==> src/rtl/bitcoin_msg_loader_if.sv <==
// Stream/memory bus of bitcoin_msg_loader: header memory read port plus the
// valid/ready message-word output toward the hashing core.
interface bitcoin_msg_loader_if;
  logic [15:0] mem_addr;
  logic        mem_we;
  logic [31:0] mem_read_data;
  logic        out_valid;
  logic        out_ready;
  logic [31:0] out_data;
  logic [3:0]  out_widx;
  logic [4:0]  out_blk;
  logic        out_last;

  modport master (
    output mem_addr, mem_we,
    input  mem_read_data,
    output out_valid, out_data, out_widx, out_blk, out_last,
    input  out_ready
  );

  modport slave (
    input  mem_addr, mem_we,
    output mem_read_data,
    input  out_valid, out_data, out_widx, out_blk, out_last,
    output out_ready
  );
endinterface

==> src/rtl/bitcoin_msg_loader.sv <==
// Fetches the 19-word block header and streams the header block followed by
// NUM_NONCES padded nonce blocks. Optional macro MSG_LOADER_BSWAP_EN byte-reverses captured header words.
module bitcoin_msg_loader #(
  parameter int NUM_NONCES = 16,
  parameter int HDR_WORDS  = 19
) (
  input  logic        clk,
  input  logic        reset_n,
  input  logic        start,
  input  logic [15:0] message_addr,
  output logic        busy,
  output logic        done,
  bitcoin_msg_loader_if.master bus
);

  typedef enum logic [2:0] {
    IDLE       = 3'd0,
    FETCH      = 3'd1,
    EMIT_HDR   = 3'd2,
    EMIT_NONCE = 3'd3,
    FIN        = 3'd4
  } state_t;

  localparam logic [4:0] LAST_BLK  = 5'(NUM_NONCES);
  localparam logic [4:0] FETCH_END = 5'(HDR_WORDS);

  state_t      state_r, next_state_s;
  logic [4:0]  fetch_cnt_r, next_fetch_s;
  logic [15:0] base_r, next_base_s;
  logic [15:0] mem_addr_r, next_addr_s;
  logic        out_valid_r, next_valid_s;
  logic [31:0] out_data_r, next_data_s;
  logic [3:0]  out_widx_r, next_widx_s;
  logic [4:0]  out_blk_r, next_blk_s;
  logic        out_last_r, next_last_s;
  logic        busy_r, done_r;
  logic [31:0] cap_word_s;
  logic [31:0] hdr_r [0:HDR_WORDS-1];

`ifdef MSG_LOADER_BSWAP_EN
  function automatic logic [31:0] bswap32(input logic [31:0] w);
    return {w[7:0], w[15:8], w[23:16], w[31:24]};
  endfunction

  assign cap_word_s = bswap32(bus.mem_read_data);
`else
  assign cap_word_s = bus.mem_read_data;
`endif

  // Word w of block blk: block 0 is the header, block n+1 carries nonce n.
  function automatic logic [31:0] msg_word(input logic [4:0] blk, input logic [3:0] widx);
    logic [31:0] w;
    w = 32'd0;
    if (blk == 5'd0) begin
      w = hdr_r[{1'b0, widx}];
    end else begin
      case (widx)
        4'd0, 4'd1, 4'd2: w = hdr_r[5'd16 + {1'b0, widx}];
        4'd3:             w = {27'd0, blk - 5'd1};
        4'd4:             w = 32'h8000_0000;
        4'd15:            w = 32'd640;
        default:          w = 32'd0;
      endcase
    end
    return w;
  endfunction

  // Next-state and next-output decode.
  always_comb begin
    next_state_s = state_r;
    next_fetch_s = fetch_cnt_r;
    next_base_s  = base_r;
    next_addr_s  = mem_addr_r;
    next_valid_s = out_valid_r;
    next_data_s  = out_data_r;
    next_widx_s  = out_widx_r;
    next_blk_s   = out_blk_r;
    next_last_s  = out_last_r;
    case (state_r)
      IDLE: begin
        if (start) begin
          next_state_s = FETCH;
          next_fetch_s = 5'd0;
          next_base_s  = message_addr;
          next_addr_s  = message_addr;
        end else begin
          next_state_s = IDLE;
        end
      end
      FETCH: begin
        // Read data trails the address by one cycle, so the last capture lands at count HDR_WORDS.
        if (fetch_cnt_r == FETCH_END) begin
          next_state_s = EMIT_HDR;
          next_fetch_s = 5'd0;
          next_addr_s  = 16'd0;
          next_valid_s = 1'b1;
          next_data_s  = msg_word(5'd0, 4'd0);
          next_widx_s  = 4'd0;
          next_blk_s   = 5'd0;
          next_last_s  = 1'b0;
        end else begin
          next_fetch_s = fetch_cnt_r + 5'd1;
          if (fetch_cnt_r < FETCH_END - 5'd1) begin
            next_addr_s = base_r + {11'd0, fetch_cnt_r + 5'd1};
          end else begin
            next_addr_s = 16'd0;
          end
        end
      end
      EMIT_HDR, EMIT_NONCE: begin
        if (out_valid_r && bus.out_ready) begin
          if (out_widx_r == 4'd15) begin
            if (out_blk_r == LAST_BLK) begin
              next_state_s = FIN;
              next_valid_s = 1'b0;
              next_data_s  = 32'd0;
              next_widx_s  = 4'd0;
              next_blk_s   = 5'd0;
              next_last_s  = 1'b0;
            end else begin
              next_state_s = EMIT_NONCE;
              next_blk_s   = out_blk_r + 5'd1;
              next_widx_s  = 4'd0;
              next_data_s  = msg_word(out_blk_r + 5'd1, 4'd0);
              next_last_s  = 1'b0;
            end
          end else begin
            next_widx_s = out_widx_r + 4'd1;
            next_data_s = msg_word(out_blk_r, out_widx_r + 4'd1);
            next_last_s = (out_widx_r == 4'd14);
          end
        end else begin
          next_state_s = state_r;
        end
      end
      FIN: begin
        next_state_s = IDLE;
      end
      default: begin
        next_state_s = IDLE;
        next_valid_s = 1'b0;
      end
    endcase
  end

  // State register.
  always_ff @(posedge clk or negedge reset_n) begin
    if (!reset_n) begin
      state_r <= IDLE;
    end else begin
      state_r <= next_state_s;
    end
  end

  // Counters and registered outputs.
  always_ff @(posedge clk or negedge reset_n) begin
    if (!reset_n) begin
      fetch_cnt_r <= 5'd0;
      base_r      <= 16'd0;
      mem_addr_r  <= 16'd0;
      out_valid_r <= 1'b0;
      out_data_r  <= 32'd0;
      out_widx_r  <= 4'd0;
      out_blk_r   <= 5'd0;
      out_last_r  <= 1'b0;
      busy_r      <= 1'b0;
      done_r      <= 1'b0;
    end else begin
      fetch_cnt_r <= next_fetch_s;
      base_r      <= next_base_s;
      mem_addr_r  <= next_addr_s;
      out_valid_r <= next_valid_s;
      out_data_r  <= next_data_s;
      out_widx_r  <= next_widx_s;
      out_blk_r   <= next_blk_s;
      out_last_r  <= next_last_s;
      busy_r      <= (next_state_s != IDLE);
      done_r      <= (next_state_s == FIN);
    end
  end

  // Header capture; storage content is don't-care after reset.
  always_ff @(posedge clk) begin
    if (state_r == FETCH && fetch_cnt_r != 5'd0) begin
      hdr_r[fetch_cnt_r - 5'd1] <= cap_word_s;
    end
  end

  assign bus.mem_addr  = mem_addr_r;
  assign bus.mem_we    = 1'b0;
  assign bus.out_valid = out_valid_r;
  assign bus.out_data  = out_data_r;
  assign bus.out_widx  = out_widx_r;
  assign bus.out_blk   = out_blk_r;
  assign bus.out_last  = out_last_r;
  assign busy          = busy_r;
  assign done          = done_r;

endmodule

==> src/flat_wrapper.sv <==
// flat-port wrapper written by rule: the top's interface ports become plain ports
module bitcoin_msg_loader_flat 
#(
  parameter int NUM_NONCES = 16,
  parameter int HDR_WORDS  = 19
)
  (clk, reset_n, start, message_addr, busy, done, bus_mem_addr, bus_mem_we, bus_mem_read_data, bus_out_valid, bus_out_data, bus_out_widx, bus_out_blk, bus_out_last, bus_out_ready);
  bitcoin_msg_loader_if bus_i ();
  input  logic clk;
  input  logic reset_n;
  input  logic start;
  input  logic [15:0] message_addr;
  output logic busy;
  output logic done;
  output wire logic [$bits(bus_i.mem_addr)-1:0] bus_mem_addr;
  output wire logic [$bits(bus_i.mem_we)-1:0] bus_mem_we;
  input wire logic [$bits(bus_i.mem_read_data)-1:0] bus_mem_read_data;
  output wire logic [$bits(bus_i.out_valid)-1:0] bus_out_valid;
  output wire logic [$bits(bus_i.out_data)-1:0] bus_out_data;
  output wire logic [$bits(bus_i.out_widx)-1:0] bus_out_widx;
  output wire logic [$bits(bus_i.out_blk)-1:0] bus_out_blk;
  output wire logic [$bits(bus_i.out_last)-1:0] bus_out_last;
  input wire logic [$bits(bus_i.out_ready)-1:0] bus_out_ready;
  assign bus_mem_addr = bus_i.mem_addr;
  assign bus_mem_we = bus_i.mem_we;
  assign bus_i.mem_read_data = bus_mem_read_data;
  assign bus_out_valid = bus_i.out_valid;
  assign bus_out_data = bus_i.out_data;
  assign bus_out_widx = bus_i.out_widx;
  assign bus_out_blk = bus_i.out_blk;
  assign bus_out_last = bus_i.out_last;
  assign bus_i.out_ready = bus_out_ready;
  bitcoin_msg_loader #(.NUM_NONCES(NUM_NONCES), .HDR_WORDS(HDR_WORDS)) u_core (.clk(clk), .reset_n(reset_n), .start(start), .message_addr(message_addr), .busy(busy), .done(done), .bus(bus_i));
endmodule
==> config.mk <==
export PLATFORM = sky130hd
export DESIGN_NAME = bitcoin_msg_loader_flat
export DESIGN_NICKNAME = d
export VERILOG_FILES = /design/src/rtl/bitcoin_msg_loader_if.sv /design/src/rtl/bitcoin_msg_loader.sv /design/src/flat_wrapper.sv
export SDC_FILE = /design/constraint.sdc
export NUM_CORES = 1
export LEC_CHECK = 0
export CAP_MARGIN = 20
export CORE_AREA = 2 2 284 286
export DETAILED_ROUTE_END_ITERATION = 10
export DIE_AREA = 0 0 286 288
export SYNTH_ARGS = -nofsm -noshare
export SYNTH_HDL_FRONTEND = slang
export SYNTH_SLANG_ARGS = --single-unit
export TNS_END_PERCENT = 30
==> constraint.sdc <==
create_clock -name clk -period 3.9 [get_ports clk]
set_clock_uncertainty 0.05 [all_clocks]
set_input_delay 0.78 -clock clk [delete_from_list [all_inputs] [get_ports clk]]
set_output_delay 0.78 -clock clk [all_outputs]
set_load 0.05 [all_outputs]
# After elaboration in Yosys (flattened, before gate mapping)
# Memory sizes are Yosys's and may differ from the RTL's.
# Cells that the tools add are included.
[op_classes]
addsub = 7
order_cmp = 1
n_eq_ne = 19
n_mux = 41
n_bitwise = 1
n_reduce_logical = 18
[op_table]
columns = ["cell", "n"]
rows = [
  ["two-way mux 32 bit", 6],
  ["one-hot mux 32 bit (4 select lines)", 1],
  ["one-hot mux 32 bit (2 select lines)", 1],
  ["two-way mux 16 bit", 3],
  ["one-hot mux 16 bit (2 select lines)", 1],
  ["two-way mux 5 bit", 6],
  ["one-hot mux 5 bit (2 select lines)", 2],
  ["adder 16 x 5 -> 16 bit", 1],
  ["== test 4 bit, second input constant", 3],
  ["two-way mux 3 bit", 4],
  ["two-way mux 4 bit", 3],
  ["adder 5 x 1 -> 5 bit, second input constant", 2],
  ["== test 5 bit, second input constant", 2],
  ["zero test 5 bit", 2],
  ["two-way mux 1 bit", 10],
  ["subtractor 5 x 1 -> 5 bit, second input constant", 2],
  ["one-hot mux 3 bit (3 select lines)", 1],
  ["== test 4 x 2 -> 1 bit, second input constant", 2],
  ["inequality test 2 x 1 -> 1 bit, second input constant", 4],
  ["one-hot mux 4 bit (2 select lines)", 1],
  ["== test 3 x 2 -> 1 bit, second input constant", 2],
  ["== test 3 bit, second input constant", 2],
  ["adder 5 x 4 -> 5 bit, first input constant", 1],
  ["< comparator 5 bit, second input constant", 1],
  ["20 further kinds", 24],
]
[word_totals]
regBits = 85
ramBits = 608
in_bits = 52
out_inout_bits = 62
word_cells = 99
n_memories = 1
[mem_list]
columns = ["memory", "depth", "word_bits", "read_ports", "rd_ports_with_merged_regs", "wr", "line", "rtl"]
rows = [
  ["u_core.hdr_r", 19, 32, 4, 0, 1, "bitcoin_msg_loader.sv:38", "logic [31:0] hdr_r [0:HDR_WORDS-1];"],
]

# Depth between registers and ports, before layout
# Gate-level depths: netlist of run 1.
[logic_depth]
ltp_word = 8
mapped_depth = 18
depth_no_buf = 9

# Worst setup path after synthesis of run 1
# Ideal clock, no wire load.
[synth_path]
path_kind = "reg-to-reg"
startpoint = "register u_core.out_widx_r[0] (netlist: u_core.bus.out_widx[0])"
endpoint = "register u_core.out_data_r[16] (netlist: u_core.bus.out_data[16])"
setup_ns = 0.122
arrival_time_ns = 3.804
required_ns = 3.728
path_slack_ns = -0.075
path_stages_with_launch = 17
n_path_buf = 9
synth_period_minus_slack_ns = 3.975
cell_sequence = "dfrtp_1 buf_6 buf_6 buf_6 buf_4 buf_4 buf_2 inv_1 ha_1 buf_2 buf_2 buf_2 mux4_2 mux2i_1 nand2_1 a32oi_1 nand2_1"
[synth_between]
elab_chain_cells = 8
word_cells_on_any_way = 16
cone_classes = "2 x add/sub; 6 x eq/ne; 5 x mux; 2 x reduce/logical; 1 x memory"
[synth_rtl]
columns = ["item", "line", "rtl"]
rows = [
  ["from (decl)", "bitcoin_msg_loader.sv:33", "logic [3:0] out_widx_r, next_widx_s;"],
  ["from (signal assigned)", "bitcoin_msg_loader.sv:174", "out_widx_r <= next_widx_s;"],
  ["adder 4 x 1 -> 4 bit", "bitcoin_msg_loader.sv:129", "next_data_s = msg_word(out_blk_r, out_widx_r + 4'd1);"],
  ["adder 5 x 4 -> 5 bit (tied with other cells)", "bitcoin_msg_loader.sv:58", "4'd0, 4'd1, 4'd2: w = hdr_r[5'd16 + {1'b0, widx}];"],
  ["memory (19 x 32 bit) / OR reduction 3 bit (equally long branches)", "--", ""],
  ["one-hot mux 32 bit (4 select lines)", "bitcoin_msg_loader.sv:57", "case (widx)"],
  ["two-way mux 32 bit", "bitcoin_msg_loader.sv:54", "if (blk == 5'd0) begin"],
  ["two-way mux 32 bit (*)", "bitcoin_msg_loader.sv:112", "if (out_widx_r == 4'd15) begin"],
  ["two-way mux 32 bit (*)", "bitcoin_msg_loader.sv:111", "if (out_valid_r && bus.out_ready) begin"],
  ["one-hot mux 32 bit (2 select lines) (*)", "bitcoin_msg_loader.sv:79", "case (state_r)"],
  ["to (signal assigned)", "bitcoin_msg_loader.sv:173", "out_data_r <= next_data_s;"],
  ["to (decl)", "bitcoin_msg_loader.sv:32", "logic [31:0] out_data_r, next_data_s;"],
]
# Every way passes the cells marked *; elsewhere a longest branch is shown, timed or not. The select of a mux whose other input is x is not followed.
# A chain may end at the register's enable or synchronous reset.

# Worst setup path in the final report of run 1
[layout_path]
startpoint = "register u_core.out_widx_r[0] (netlist: u_core.bus.out_widx[0])"
endpoint = "output bus_out_widx[0]"
[layout_rtl]
columns = ["item", "line", "rtl"]
rows = [
  ["to (decl)", "flat_wrapper.sv:20", "output wire logic [$bits(bus_i.out_widx)-1:0] bus_out_widx;"],
]
# No word-level cell between the ends.

==> metrics.txt, run 1 <==
ANT nets after route=0; Mapped Cells=1615; status=complete, no violations; Layout area overhead=17.7%; CP Max Fanout=29; H-tree lvl count=3; Post-synth top cells=edfxtp_1 (608), nand2_1 (190), mux4_2 (126), mux2i_1 (113), dfrtp_1 (85); Fmax=305 MHz; Synth cell types=65; Rows=104; CP required=3070 ps; worst hold path type=input pin to async pin; FF-to-FF Start=u_core.state_r[1]; WL/cell=24.2 um; Yosys top cell by area=edfxtp_1; Core Region=79600 um2; actual slew at the worst max-slew pin=1020 ps; pre-CTS WS=904 ps; post-CTS setup buffer count=0; Max Slew Vio Count=0; cell family with most CP delay=buffers and inverters; Slew headroom=31.4%; yosys warns=0; dpl cell area=31000 um2; Setup crit start kind=flip-flop; Reg clk slew, reported paths=60 ps; top-count cell post-synth=edfxtp_1; Max VDD drop=0.000405 V; post-synthesis net count=1686; Hold Slack=286 ps; crit-path max cell delay=960 ps; mean post-synth cell area=17.5 um2; worst skew pair latency=620 ps; CTS sink count=693; top_reg_cell synth=edfxtp_1; Cell Chain, Critical Path=buf_4 > clkdlybuf4s50_1; worst setup path startpoint=u_core.bus.out_widx[0]; DRC Markers=0; Die Area=82400 um2; CTS tree=built; main area contributors after synthesis=edfxtp_1 (65%), mux4_2 (10%), dfrtp_1 (7.5%); Pre-Repair DR Iteration Count=6; initial antenna violation count=4; GPL Wtd Cong=0.817; register area share after synthesis=72.1%; Final setup viols=0; nets@finish=1835; DP HPWL=40000 um; Fill cells=7050; global-route wire length before repair=103000 um; number of flops mapped to enable cells by yosys=608; P per Cell Area=635 nW/um2; synthesized area=28300 um2; # resized after CTS=0; PortBufs=112; # hold bufs at CTS=0; DR vias=15300; setup TNS=0 ps; Design Area, Final=33300 um2; root buf cell=clkbuf_16; unrepaired setup endpoints after global routing=false; grt ovf=0; # placed instances=2749; Starting DRT DRC Count=1158; critical path capture point type=primary output; worst setup margin=620 ps; #FFs+latches synth=693; layout cells sized above 1=17.9%; Total GRT Usage=16.9%; vias in the first global route=15800; die height=288 um; Ports=114; die width=286 um; Synth top area share=64.6%; Max Cap Violations=0; WS Path Type=flip-flop to primary output; drt total wl=69800 um; Critical Path AT=2450 ps; final number of hold-violating endpoints=0; post-route minimum period=3280 ps; fin cells=2886; total CTS buffers=73; largest net degree at the start of global routing=73; Final period util=84.1%; Reg2Reg Depth=6; critical path depth=2; Power Total=21.1 mW; LEAKAGE=11.4 nW; Async SR Flop Fraction=12.3%; Crit-path slowest cell=clkdlybuf4s50_1; DR vias/cell=5.31; effective utilization at floorplan=35.5%; Longest Clk Path Bufs=3; Buf/Inv on CP=2; final core utilization=41.8%
registers in the layout, summed over array words and instances, names as in the netlist:
name / flops
u_core.base_r: 16
u_core.bus.mem_addr: 16
u_core.bus.out_blk: 5
u_core.bus.out_data: 32
u_core.bus.out_last: 1
u_core.bus.out_valid: 1
u_core.bus.out_widx: 4
u_core.busy: 1
u_core.done: 1
u_core.fetch_cnt_r: 5
u_core.hdr_r: 608
u_core.state_r: 3
cell type report:
type / count / area [um2] / share of cell area, %
antenna: 3 / 7.51 / 0.0226
clock buffer: 105 / 2100 / 6.31
clock inverter: 29 / 185 / 0.556
inverter: 11 / 41.3 / 0.124
multi-input combinational: 819 / 7560 / 22.7
sequential: 693 / 20400 / 61.3
tap: 1060 / 1330 / 3.98
timing repair buffer: 166 / 1670 / 5.03
cells in the final DEF, fill, tap and decap left out, drive strengths merged, types with 4 or more instances in the layout:
cell type      netlist  routed
o211a                4       4
a22oi               22      22
nand3               46      46
or3                  4       4
a21o                 4       4
nor3                11      11
o211ai              30      30
nand3b               6       6
buf                 58      55
clkinv               0      24
o31ai                5       5
mux4               130     130
mux2                 4       4
a32oi                8       8
nand2              190     190
o2111ai              5       5
xor2                14      14
xnor2                5       5
dfrtp               85      85
a31oi                7       7
a21oi               20      20
clkbuf              34     105
nor2                47      47
a2bb2oi              7       7
edfxtp             608     608
o21ai               69      69
mux2i              113     113
clkdlybuf4s50        0     111
ha                  18      18
inv                 11      15
nand2b               5       5
power breakdown:
group          total (mW)  leakage (nW)  internal, mW  switching, mW
Combinational        5.97          3.79          2.44           3.53
Clock                6.59          1.13          3.77           2.83
Sequential           8.58          6.45          8.29          0.291
Total                21.1          11.4          14.5           6.65
worst paths after layout:
check,endpoint,slack [ps]
hold / removal,u_core.bus.mem_addr[5],290
max in group asynchronous,u_core.base_r[11],2720
min in group clk,u_core.bus.out_data[1],440
setup / recovery,bus_out_widx[0],620
hold reg to reg,u_core.bus.out_data[1],440
setup reg to reg,u_core.hdr_r[14][17],860
per-layer routing:
metal / track usage (%) / part of all wire [%] / routed length, um
met5: 0 / 0.037 / 26
met4: 5.52 / 2.3 / 1580
met3: 3.15 / 6.1 / 4250
met1: 23.2 / 44 / 30600
met2: 27.4 / 48 / 33400
cells by family (layout without fill, tap and decap cells):
| kind of cell | Yosys count | in the layout | share of synthesized area, % |
|---|---|---|---|
| other | 1 | 4 | 0.0133 |
| multiplexers | 247 | 247 | 14.6 |
| XOR/XNOR | 19 | 19 | 0.589 |
| flip-flops | 693 | 693 | 72.1 |
| AO/OA/AOI/OAI | 204 | 204 | 4.79 |
| buffers and inverters | 103 | 311 | 1.84 |
| AND/OR/NAND/NOR | 329 | 329 | 5.22 |
| adder cells (fa/ha/maj) | 19 | 19 | 0.868 |
(Power assumes the default switching activity.)
==> inputs of run 2 (changes only) <==
Clock period 3.9 ns to 2.9 ns, I/O delays scaled along.
==> run 2 against run 1 <==
Against the previous run: wire length is 0.62% lower; critical endpoint is now bus_out_widx[3]; largest cell class unchanged; global-route usage hardly changed; cell count is 1.0% higher; register-to-register slack worse by 650 ps; utilization is 0.74 points higher; via count is 1.8% higher; power is 37% higher; clock power is 39% higher; highest routed layer is now met4.
==> metrics.txt, run 2 (same netlist as run 1, synthesis figures left out) <==
unrepaired setup endpoints after global routing=false (unchanged); Sequential Power Share=39.6% (was 40.6%); final number of hold-violating endpoints=0 (unchanged); Rows=104 (unchanged); DR vias/cell=5.35 (was 5.31); actual slew at the worst max-slew pin=1020 ps (about the same); grt ovf=0 (unchanged); H-tree lvl count=3 (unchanged); final core utilization=42.5% (was 41.8%); WS Path Type=flip-flop to primary output (unchanged); DRC Markers=0 (unchanged); post-route minimum period=2810 ps; Final setup viols=0 (unchanged); Ports=114 (unchanged); commonest non-fill, non-tap cells in the layout=edfxtp_1 (608), nand2_1 (190), mux4_2 (126) (unchanged); root buf cell=clkbuf_16 (unchanged); Slew headroom=31.7% (was 31.4%); effective utilization at floorplan=35.5% (unchanged); max reg flops=608 (unchanged); Fmax=356 MHz; die width=286 um (unchanged); global-route wire length before repair=104000 um (was 103000 um); layout cells sized above 1=19.3% (was 17.9%); Buf/Inv on CP=1 (was 2); Hold Slack=442 ps (was 286 ps); CP required=2270 ps (was 3070 ps); Critical Path AT=2180 ps (was 2450 ps); antenna fix cells=0 (was 3); P per Cell Area=856 nW/um2 (was 635 nW/um2); LEAKAGE=11.6 nW (was 11.4 nW); worst setup margin=88.7 ps (was 620 ps); internal cell power=20.0 mW (was 14.5 mW); Cell Chain, Critical Path=clkdlybuf4s50_1 (was buf_4 > clkdlybuf4s50_1); Clock Power Share=31.6% (was 31.2%); post-CTS setup buffer count=0 (unchanged); Sw Ratio=31.1% (was 31.4%); commonest non-fill, non-tap cell in the layout=edfxtp_1 (unchanged); cell family with most CP delay=buffers and inverters (unchanged); ANT nets after route=0 (unchanged); Setup crit start kind=flip-flop (unchanged); DP HPWL=41000 um (was 40000 um); Starting DRT DRC Count=1409 (was 1158); initial antenna violation count=0 (was 4); Longest Clk Path Bufs=3 (unchanged); Power Total=29.0 mW (was 21.1 mW); Top reg by flops=u_core.hdr_r (unchanged); largest net degree at the start of global routing=58 (was 73); crit-path max cell delay=930 ps (was 960 ps); worst skew pair latency=600 ps (was 620 ps); Total GRT Usage=16.9% (about the same); die height=288 um (unchanged); status=complete, no violations (unchanged); Psw=9.03 mW (was 6.65 mW); Layout area overhead=19.8% (was 17.7%); pre-CTS WS=171 ps (was 904 ps); vias in the first global route=16000 (was 15800); setup TNS=0 ps (unchanged); total CTS buffers=74 (was 73); WL/cell=23.8 um (was 24.2 um); Reg clk slew, reported paths=60 ps (about the same); worst hold path type=flip-flop to flip-flop (was input pin to async pin); Final period util=96.9%; Max Slew Vio Count=0 (unchanged); Die Area=82400 um2 (unchanged); PortBufs=112 (unchanged); CTS tree=built (unchanged); nets@finish=1868 (was 1835); GPL Wtd Cong=0.826 (was 0.817); Combinational Power Share=28.7% (was 28.2%); Crit-path slowest cell=clkdlybuf4s50_1 (unchanged); critical path capture point type=primary output (unchanged); Max Cap Violations=0 (unchanged); Pre-Repair DR Iteration Count=5 (was 6); Max VDD drop=0.000474 V (was 0.000405 V); drt total wl=69400 um (was 69800 um); DR vias=15600 (was 15300); CTS sink count=693 (unchanged); Core Region=79600 um2 (unchanged); CP Max Fanout=11 (was 29)
## run 2: final cells by class
class | count | area, um2
fill | 7005 | 45800
clock buffer | 101 | 2010
sequential | 693 | 20400
tap | 1060 | 1330
inverter | 11 | 43.8
multi-input combinational | 819 | 7580
clock inverter | 34 | 352
timing repair buffer | 198 | 2180
## run 2: stage by stage
stage / cells / area (um2)
after global routing: 2916 / 33900
after CTS: 2916 / 33900
after detailed placement: 2780 / 31500
after global placement: 2780 / 31500
final: 2916 / 33900
after floorplan: 1615 / 28400
## run 2: path summary, 6_finish.rpt
path / from / endpoint / slack (ps) / depth (start not counted)
setup / recovery: u_core.bus.out_widx[3] / bus_out_widx[3] / 90 / 1
hold / removal: u_core.base_r[4] / u_core.base_r[4] / 440 / 2
setup reg to reg: u_core.fetch_cnt_r[0] / u_core.hdr_r[12][5] / 210 / 7
hold reg to reg: u_core.base_r[4] / u_core.base_r[4] / 440 / 2
max in group asynchronous: reset_n / u_core.bus.out_widx[0] / 1510 / 3
min in group asynchronous: reset_n / u_core.fetch_cnt_r[1] / 510 / 2
## run 2: metal layers
layer  GRT usage, %  up-vias  part of all wire [%]
li1               -     6778                     -
met1           23.7     8224                    44
met2           27.2      502                    47
met3           3.16       97                   6.0
met4           4.73        0                   2.3
met5              0        -                     0
## run 2: timing repair
item	in CTS	in global routing
hold endpoints to repair	28	0
endpoints found under the setup margin	0	2
hold buffers	1	0
resized for setup	0	1
## run 2: power groups by stage
stage	logic, mW	registers (mW)	clock network, mW
2_1_floorplan	5.00	12.4	0
3_3_place_gp	8.30	11.7	0
3_5_place_dp	8.38	11.7	0
4_1_cts	8.41	11.5	9.36
5_1_grt	8.92	11.5	9.73
6_report	8.33	11.5	9.18
